==> src/rtl/cic_d_ctrl_pkg.sv <==
// Shared types and helpers for the cic_d run-control sequencer.
package cic_d_ctrl_pkg;

    typedef enum logic [2:0] {
        IDLE,
        RELEASE,
        SETTLE,
        RUN,
        DRAIN,
        FLUSH_WAIT
    } cic_ctrl_state_t;

    function automatic int cnt_w(input int n);
        return $clog2(n + 1);
    endfunction

    function automatic int max2(input int a, input int b);
        return (a > b) ? a : b;
    endfunction

endpackage

==> src/rtl/cic_d_ctrl_if.sv <==
// Sample-source and qualified-output streams of cic_d_ctrl.
interface cic_d_ctrl_if #(
    parameter int INP_DW = 18,
    parameter int OUT_DW = 18
);
    logic [INP_DW-1:0] s_axis_in_tdata;
    logic              s_axis_in_tvalid;
    logic              s_axis_in_tready;
    logic [OUT_DW-1:0] m_axis_out_tdata;
    logic              m_axis_out_tvalid;

    modport master (
        output s_axis_in_tdata,
        output s_axis_in_tvalid,
        input  s_axis_in_tready,
        input  m_axis_out_tdata,
        input  m_axis_out_tvalid
    );

    modport slave (
        input  s_axis_in_tdata,
        input  s_axis_in_tvalid,
        output s_axis_in_tready,
        output m_axis_out_tdata,
        output m_axis_out_tvalid
    );
endinterface

==> src/rtl/cic_d_ctrl_tcnt.sv <==
// Saturating up-counter with clear, enable, terminal flag and
// a one-cycle-early flag for the increment that reaches terminal.
module cic_d_ctrl_tcnt #(
    parameter int W = 4
) (
    input  logic         clk,
    input  logic         reset_n,
    input  logic         clr,
    input  logic         en,
    input  logic [W-1:0] limit,
    output logic [W-1:0] cnt,
    output logic         tc,
    output logic         last
);
    assign tc   = (cnt == limit);
    assign last = en && (cnt == limit - 1'b1);

    always_ff @(posedge clk or negedge reset_n) begin
        if (!reset_n) begin
            cnt <= '0;
        end else if (clr) begin
            cnt <= '0;
        end else if (en && !tc) begin
            cnt <= cnt + 1'b1;
        end
    end
endmodule

==> src/rtl/cic_d_ctrl.sv <==
// Run-control sequencer around one cic_d decimator.
// Optional statistics counters: define CIC_D_CTRL_STATS_EN.
module cic_d_ctrl
    import cic_d_ctrl_pkg::*;
#(
    parameter int INP_DW = 18,
    parameter int OUT_DW = 18,
    parameter int CIC_R  = 10,
    parameter int CIC_N  = 7,
    parameter int CIC_M  = 1
) (
    input  logic              clk,
    input  logic              reset_n,
    input  logic              start,
    input  logic              stop,
    cic_d_ctrl_if.slave       axis,
    output logic              cic_reset_n,
    output logic [INP_DW-1:0] cic_in_tdata,
    output logic              cic_in_tvalid,
    input  logic [OUT_DW-1:0] cic_out_tdata,
    input  logic              cic_out_tvalid,
    output logic              busy
`ifdef CIC_D_CTRL_STATS_EN
   ,output logic [31:0]       stat_in_cnt,
    output logic [31:0]       stat_out_cnt
`endif
);
    localparam int DISC_LEN  = CIC_N * CIC_M;
    localparam int DRAIN_LEN = CIC_R * CIC_N * CIC_M;
    localparam int FLUSH_LEN = 2 * CIC_N + 2;
    localparam int DISC_W    = cnt_w(DISC_LEN);
    localparam int DRAIN_W   = cnt_w(max2(DRAIN_LEN, FLUSH_LEN));

    localparam logic [DISC_W-1:0]  DISC_TC  = DISC_W'(DISC_LEN);
    localparam logic [DRAIN_W-1:0] DRAIN_TC = DRAIN_W'(DRAIN_LEN);
    localparam logic [DRAIN_W-1:0] FLUSH_TC = DRAIN_W'(FLUSH_LEN);

    cic_ctrl_state_t state, state_n;

    logic [DISC_W-1:0]  disc_cnt;
    logic [DRAIN_W-1:0] drain_cnt;
    logic [DRAIN_W-1:0] drain_lim;
    logic disc_clr, disc_en, disc_tc, disc_last;
    logic drain_clr, drain_en, drain_tc, drain_last;
    logic accept, fwd, tready;
    logic [OUT_DW-1:0] m_tdata_q;
    logic              m_tvalid_q;

    assign tready = (state == SETTLE) || (state == RUN);
    assign accept = tready && axis.s_axis_in_tvalid;
    assign busy   = (state != IDLE);

    assign axis.s_axis_in_tready  = tready;
    assign axis.m_axis_out_tdata  = m_tdata_q;
    assign axis.m_axis_out_tvalid = m_tvalid_q;

    always_ff @(posedge clk or negedge reset_n) begin
        if (!reset_n) state <= IDLE;
        else          state <= state_n;
    end

    // The early flags let a state change land on the same edge
    // the counter reaches terminal, so no sample slips through.
    always_comb begin
        state_n = state;
        unique case (state)
            IDLE:       if (start) state_n = RELEASE;
            RELEASE:    state_n = SETTLE;
            SETTLE: begin
                if (stop)                       state_n = DRAIN;
                else if (disc_last || disc_tc)  state_n = RUN;
            end
            RUN:        if (stop) state_n = DRAIN;
            DRAIN:      if (drain_last || drain_tc) state_n = FLUSH_WAIT;
            FLUSH_WAIT: if (drain_last || drain_tc) state_n = IDLE;
            default:    state_n = IDLE;
        endcase
    end

    always_comb begin
        disc_en   = cic_out_tvalid && ((state == SETTLE) || (state == DRAIN));
        disc_clr  = (state_n == IDLE);
        drain_en  = (state == DRAIN) || (state == FLUSH_WAIT);
        drain_clr = ((state_n != DRAIN) && (state_n != FLUSH_WAIT))
                 || ((state == DRAIN) && (state_n == FLUSH_WAIT));
        drain_lim = (state == DRAIN) ? DRAIN_TC : FLUSH_TC;
        fwd       = cic_out_tvalid
                 && ((state == RUN) || (state == FLUSH_WAIT)
                  || ((state == DRAIN) && disc_tc));
    end

    cic_d_ctrl_tcnt #(.W(DISC_W)) u_disc (
        .clk     (clk),
        .reset_n (reset_n),
        .clr     (disc_clr),
        .en      (disc_en),
        .limit   (DISC_TC),
        .cnt     (disc_cnt),
        .tc      (disc_tc),
        .last    (disc_last)
    );

    cic_d_ctrl_tcnt #(.W(DRAIN_W)) u_drain (
        .clk     (clk),
        .reset_n (reset_n),
        .clr     (drain_clr),
        .en      (drain_en),
        .limit   (drain_lim),
        .cnt     (drain_cnt),
        .tc      (drain_tc),
        .last    (drain_last)
    );

    always_ff @(posedge clk or negedge reset_n) begin
        if (!reset_n) begin
            cic_reset_n   <= 1'b0;
            cic_in_tdata  <= '0;
            cic_in_tvalid <= 1'b0;
            m_tdata_q     <= '0;
            m_tvalid_q    <= 1'b0;
        end else begin
            cic_reset_n <= (state_n != IDLE);
            if (accept) begin
                cic_in_tdata  <= axis.s_axis_in_tdata;
                cic_in_tvalid <= 1'b1;
            end else if (state == DRAIN) begin
                cic_in_tdata  <= '0;
                cic_in_tvalid <= 1'b1;
            end else begin
                cic_in_tvalid <= 1'b0;
            end
            m_tvalid_q <= fwd;
            if (fwd) m_tdata_q <= cic_out_tdata;
        end
    end

`ifdef CIC_D_CTRL_STATS_EN
    always_ff @(posedge clk or negedge reset_n) begin
        if (!reset_n) begin
            stat_in_cnt  <= '0;
            stat_out_cnt <= '0;
        end else if ((state == IDLE) && start) begin
            stat_in_cnt  <= '0;
            stat_out_cnt <= '0;
        end else begin
            if (accept) stat_in_cnt  <= stat_in_cnt + 32'd1;
            if (fwd)    stat_out_cnt <= stat_out_cnt + 32'd1;
        end
    end
`endif

endmodule

==> src/flat_wrapper.sv <==
// flat-port wrapper written by rule: the top's interface ports become plain ports
module cic_d_ctrl_flat import cic_d_ctrl_pkg::*;
#(
    parameter int INP_DW = 18,
    parameter int OUT_DW = 18,
    parameter int CIC_R  = 10,
    parameter int CIC_N  = 7,
    parameter int CIC_M  = 1
)
  (clk, reset_n, start, stop, cic_reset_n, cic_in_tdata, cic_in_tvalid, cic_out_tdata, cic_out_tvalid, busy, axis_s_axis_in_tdata, axis_s_axis_in_tvalid, axis_s_axis_in_tready, axis_m_axis_out_tdata, axis_m_axis_out_tvalid);
  cic_d_ctrl_if #(.INP_DW(INP_DW), .OUT_DW(OUT_DW)) axis_i ();
  input  logic clk;
  input  logic reset_n;
  input  logic start;
  input  logic stop;
  output logic cic_reset_n;
  output logic [INP_DW-1:0] cic_in_tdata;
  output logic cic_in_tvalid;
  input  logic [OUT_DW-1:0] cic_out_tdata;
  input  logic cic_out_tvalid;
  output logic busy;
  input wire logic [$bits(axis_i.s_axis_in_tdata)-1:0] axis_s_axis_in_tdata;
  input wire logic [$bits(axis_i.s_axis_in_tvalid)-1:0] axis_s_axis_in_tvalid;
  output wire logic [$bits(axis_i.s_axis_in_tready)-1:0] axis_s_axis_in_tready;
  output wire logic [$bits(axis_i.m_axis_out_tdata)-1:0] axis_m_axis_out_tdata;
  output wire logic [$bits(axis_i.m_axis_out_tvalid)-1:0] axis_m_axis_out_tvalid;
  assign axis_i.s_axis_in_tdata = axis_s_axis_in_tdata;
  assign axis_i.s_axis_in_tvalid = axis_s_axis_in_tvalid;
  assign axis_s_axis_in_tready = axis_i.s_axis_in_tready;
  assign axis_m_axis_out_tdata = axis_i.m_axis_out_tdata;
  assign axis_m_axis_out_tvalid = axis_i.m_axis_out_tvalid;
  cic_d_ctrl #(.INP_DW(INP_DW), .OUT_DW(OUT_DW), .CIC_R(CIC_R), .CIC_N(CIC_N), .CIC_M(CIC_M)) u_core (.clk(clk), .reset_n(reset_n), .start(start), .stop(stop), .axis(axis_i), .cic_reset_n(cic_reset_n), .cic_in_tdata(cic_in_tdata), .cic_in_tvalid(cic_in_tvalid), .cic_out_tdata(cic_out_tdata), .cic_out_tvalid(cic_out_tvalid), .busy(busy));
endmodule
==> config.mk <==
export PLATFORM = sky130hd
export DESIGN_NAME = cic_d_ctrl_flat
export DESIGN_NICKNAME = d
export VERILOG_FILES = /design/src/rtl/cic_d_ctrl_pkg.sv /design/src/rtl/cic_d_ctrl_if.sv /design/src/rtl/cic_d_ctrl_tcnt.sv /design/src/rtl/cic_d_ctrl.sv /design/src/flat_wrapper.sv
export SDC_FILE = /design/constraint.sdc
export NUM_CORES = 1
export LEC_CHECK = 0
export ABC_CLOCK_PERIOD_IN_PS = 2300
export CORE_MARGIN = 2
export CORE_UTILIZATION = 30
export CTS_CLUSTER_DIAMETER = 60
export DETAILED_ROUTE_END_ITERATION = 10
export PLACE_DENSITY_LB_ADDON = 0.1
export SKIP_LAST_GASP = 1
export SLEW_MARGIN = 20
export SYNTH_ARGS = -nofsm -noshare
export SYNTH_HDL_FRONTEND = slang
export SYNTH_SLANG_ARGS = --single-unit
==> constraint.sdc <==
create_clock -name clk -period 2.3 [get_ports clk]
set_clock_uncertainty 0.05 [all_clocks]
set_input_delay 0.46 -clock clk [delete_from_list [all_inputs] [get_ports clk]]
set_output_delay 0.46 -clock clk [all_outputs]
set_load 0.05 [all_outputs]
==> summary by stage <==
Critical path
By startpoint and endpoint, the worst setup path is classified as reg2out. The stage delay of the slowest cell on the critical path is ~0.48 ns. The worst setup slack for register-to-register paths is ~0.33 ns. The worst setup path startpoint is u_core.state[1]$_DFF_PN0_.

The startpoint of the worst-slack reg-to-reg timing path is u_core.state[2]$_DFF_PN0_. The worst-path maximum fanout is 10. For the worst setup path, the data arrival time is between 1.5 and 2 ns.

The kind of end point of the critical path is an output pin. Counting cells, the worst reg-to-reg path comes to 5. Traced cell by cell, the critical path runs through nor3_1 -> inv_1 -> dlygate4sd2_1.

The startpoint type of the worst setup path is a flop. STA puts the critical path data required time at between 1.5 and 2 ns. On the critical path, the stage with the largest delay is an instance of sky130_fd_sc_hd__dfrtp_1.

Clock tree
The number of buffers inserted during clock tree synthesis is 5. The clock latency of the later-clocked register in the worst-skew pair is around 0.3 ns. The CTS clock-pin slew for the worst setup and hold paths is around 0.10 ns.

In this run the post-CTS setup repair buffer count came out at 0. The CTS tree is built. The CTS H-tree depth is 2. The longest clock path from root to sink contains 2 buffers. The root buffer cell is sky130_fd_sc_hd__clkbuf_8.

The clock sink total is between 50 and 60.

Logic synthesis
After Yosys synthesis, and, or, nand and nor cells account for 13.0% of the synthesized area. The count of distinct cell types in the synthesized netlist is 42. Summing the areas of all compound-gate instances in the mapped netlist gives a little under an eighth of the synthesized area.

The fraction of synthesized cell area in xor and xnor cells is between 2 and 2.5%. The synthesis-stage register bit count is between 50 and 60. The number of cells produced by synthesis is 182.

The post-synth design cell area is roughly 2200 sq um. Counting flops with a built-in enable in the synthesized netlist gives 0. The area share of fa/ha/maj cells after synthesis is 2.23%. In the synthesized netlist the async set-or-reset flop fraction comes to 100%.

The area share of the largest cell type after synthesis is about three fifths. The synthesized netlist net count is 228. The combinational family with the most area after synthesis is simple AND/OR/NAND/NOR gates. The most used flip-flop cell after synthesis is sky130_fd_sc_hd__dfrtp_1. The average size of a mapped cell is 12.3 sq um. The warning count from the yosys run is 0.

After synthesis, the share of cell area in mux cells is approximately 10%. The largest total area in the synthesized netlist belongs to sky130_fd_sc_hd__dfrtp_1. After synthesis, the cell types taking the most area are sky130_fd_sc_hd__dfrtp_1 (58%), sky130_fd_sc_hd__mux2_1 (8.0%), sky130_fd_sc_hd__a22o_1 (7.0%), sky130_fd_sc_hd__ha_1 (2.2%), sky130_fd_sc_hd__nor2_1 (2.2%). Summing the sequential cell areas from Yosys gives approximately 58% of the chip area.

Layout
The share of layout cells above drive strength 1 is under 10%. The final design area excluding fillers is approximately 3300 sq um. The area growth from synthesis to layout is 47.2%. 0 antenna diodes ended up in the layout.

The filler-free cell count of the finished design is between 300 and 400. The number of nets at the end of the flow is 316. Cells fill a little under half of the core in the end.

Placement
Once detailed placement completed, the half-perimeter wirelength came to about 3.7 mm. OpenSTA, run right after detailed placement, puts the worst setup slack at about 0.30 ns. During placement, the flow inserted port buffers numbering 82. The placer's final routability congestion estimate is about 0.76. Once placement finished, the instance area stood at ~3200 sq um.

The number of cells in the design after placement is 362.

Drt
The routed wire length per instance is 13.5 um. The detail-routed via count per cell is between 4 and 5. The detail route stage leaves a number of antenna-violating nets equal to 0. The pre-antenna-repair detailed-routing pass consisted of 4 iterations. After detailed routing, the number of remaining DRC violations is 0. The wire length after detailed routing is approximately 5 mm.

In this run, the number of DRC markers left after iteration 0 of detailed routing was 69. For this block, the via count after detailed routing is 1,713.

STA
The final critical-path setup slack is about 0.24 ns. In the final timing run, aggregate negative setup slack is 0 ns. Headroom to the max-slew limit came out at 65.2%. The number of setup violations in the final report is 0. The transition time at the pin with the least slew margin is around 0.52 ns. Final hold analysis gives a worst-case slack of roughly 0.043 ns. Setup repair after global routing left no endpoint under its margin. The final max-slew violation count is 0. The final count of hold timing violations is 0.

Timing would allow up to ~490 MHz. For the finished layout, the period the worst path requires is 2.06 ns. The final period utilization is between 80% and 90%.

GRT
Entering global routing, the biggest net connects 22 pins. The number of antenna violations at the first check in global routing is 0. The number of global-route vias before repair is about 1,700. The all-layer global routing usage is a little over an eighth. The first global-routing pass estimated approximately 8.9 mm of wire. Summed over all layers, the global routing overflow is 0.

Die
Once the floorplan was initialized, standard cells occupied 30.9% of the core. The die is between 90 and 100 um wide. The placement row count is 31. The total I/O pin count is between 80 and 90.

The core area is about 7300 sq um. The area of the die is roughly 8000 sq um. Measured along the y axis, the die boundary spans ~90 um.

Run status
The run finished with clean final reports.

Power and ir drop
The total power divided by cell area is roughly 1400 nW/um^2. The design draws 4.76 mW. The maximum vdd ir drop is about 0.48 mV. The static leakage power is about 1.4 nW.

Hold path
The tightest min-delay check is of the in2async type.

Job
The reported max-cap violation count is 0.
kinds of logic after synthesis:
kind of cell | Yosys count
mux | 21
fa+ha+maj | 4
flops | 52
buf+inv | 12
simple gates | 53
compound gates | 34
xor+xnor | 6
sequential cells by signal, summed over array words and instances, names as in the netlist:
register,cells
u_core.axis.m_axis_out_tdata,18
u_core.cic_in_tdata,18
u_core.u_drain.cnt,7
u_core.state,3
u_core.u_disc.cnt,3
u_core.axis.m_axis_out_tvalid,1
u_core.cic_in_tvalid,1
u_core.cic_reset_n,1
cell usage after synthesis (all sizes together), types with 2 or more instances:
library cell	count
xnor2	2
nand4	5
inv	4
a21oi	4
xor2	4
nor2	14
nor3	2
nand2b	2
nand2	8
mux2	18
dfrtp	52
ha	4
a22o	18
o21ai	5
mux2i	3
nand3	6
buf	7
and2	3
nor2b	3
nor3b	2
placed cells by master, fill, tap and decap left out, types with 5 or more instances in the layout:
cell type	netlist	layout
sky130_fd_sc_hd__a22o_1	18	18
sky130_fd_sc_hd__dfrtp_1	52	52
sky130_fd_sc_hd__nand2_1	7	7
sky130_fd_sc_hd__nand4_1	5	5
sky130_fd_sc_hd__buf_4	0	7
sky130_fd_sc_hd__nor2_1	13	13
sky130_fd_sc_hd__clkbuf_8	0	6
sky130_fd_sc_hd__nand3_1	6	6
sky130_fd_sc_hd__clkdlybuf4s50_1	0	79
sky130_fd_sc_hd__mux2_1	16	16
cell type report:
class / count / area (sq um)
Clock buffer: 6 / 82.6
Clock inverter: 2 / 13.8
Fill cell: 688 / 3950
Inverter: 4 / 15.0
Multi-Input combinational cell: 118 / 890
Sequential cell: 52 / 1300
Tap cell: 99 / 124
Timing Repair Buffer: 89 / 877
layer usage:
metal / up-vias / global-route usage [%] / share of wire, %
li1: 841 / - / -
met1: 820 / 19.0 / 49
met2: 48 / 19.7 / 45
met3: 4 / 3.51 / 4.7
met4: 0 / 3.85 / 0.84
met5: - / 0 / 0
report_power, final:
part,internal [mW],switching [mW],leakage (nW)
combinational,0.999,1.71,0.716
clock,0.247,0.296,0.0516
sequential,1.27,0.229,0.668
worst max-delay path, delay by kind of cell, from the launching register on:
family                 cells  cell delay [ns]
buffers and inverters      2             0.49
DFF                        1             0.48
and+or+nand+nor            1             0.27
path summary, 6_finish.rpt:
| path | to |
|---|---|
| setup reg to reg | u_core.u_disc.cnt[2]$_DFFE_PN0P_ |
| min in group clk | u_core.axis.m_axis_out_tdata[4]$_DFFE_PN0P_ |
| hold / removal | u_core.axis.m_axis_out_tdata[11]$_DFFE_PN0P_ |
| setup / recovery | busy |
| max in group asynchronous | u_core.cic_in_tdata[12]$_DFFE_PN0P_ |
| hold reg to reg | u_core.axis.m_axis_out_tdata[4]$_DFFE_PN0P_ |
repair_timing:
action	4_1_cts	5_1_grt
endpoints found under the setup margin	1	0
hold buffers	0	0
gates resized for setup	1	0
(Power assumes the default switching activity.)
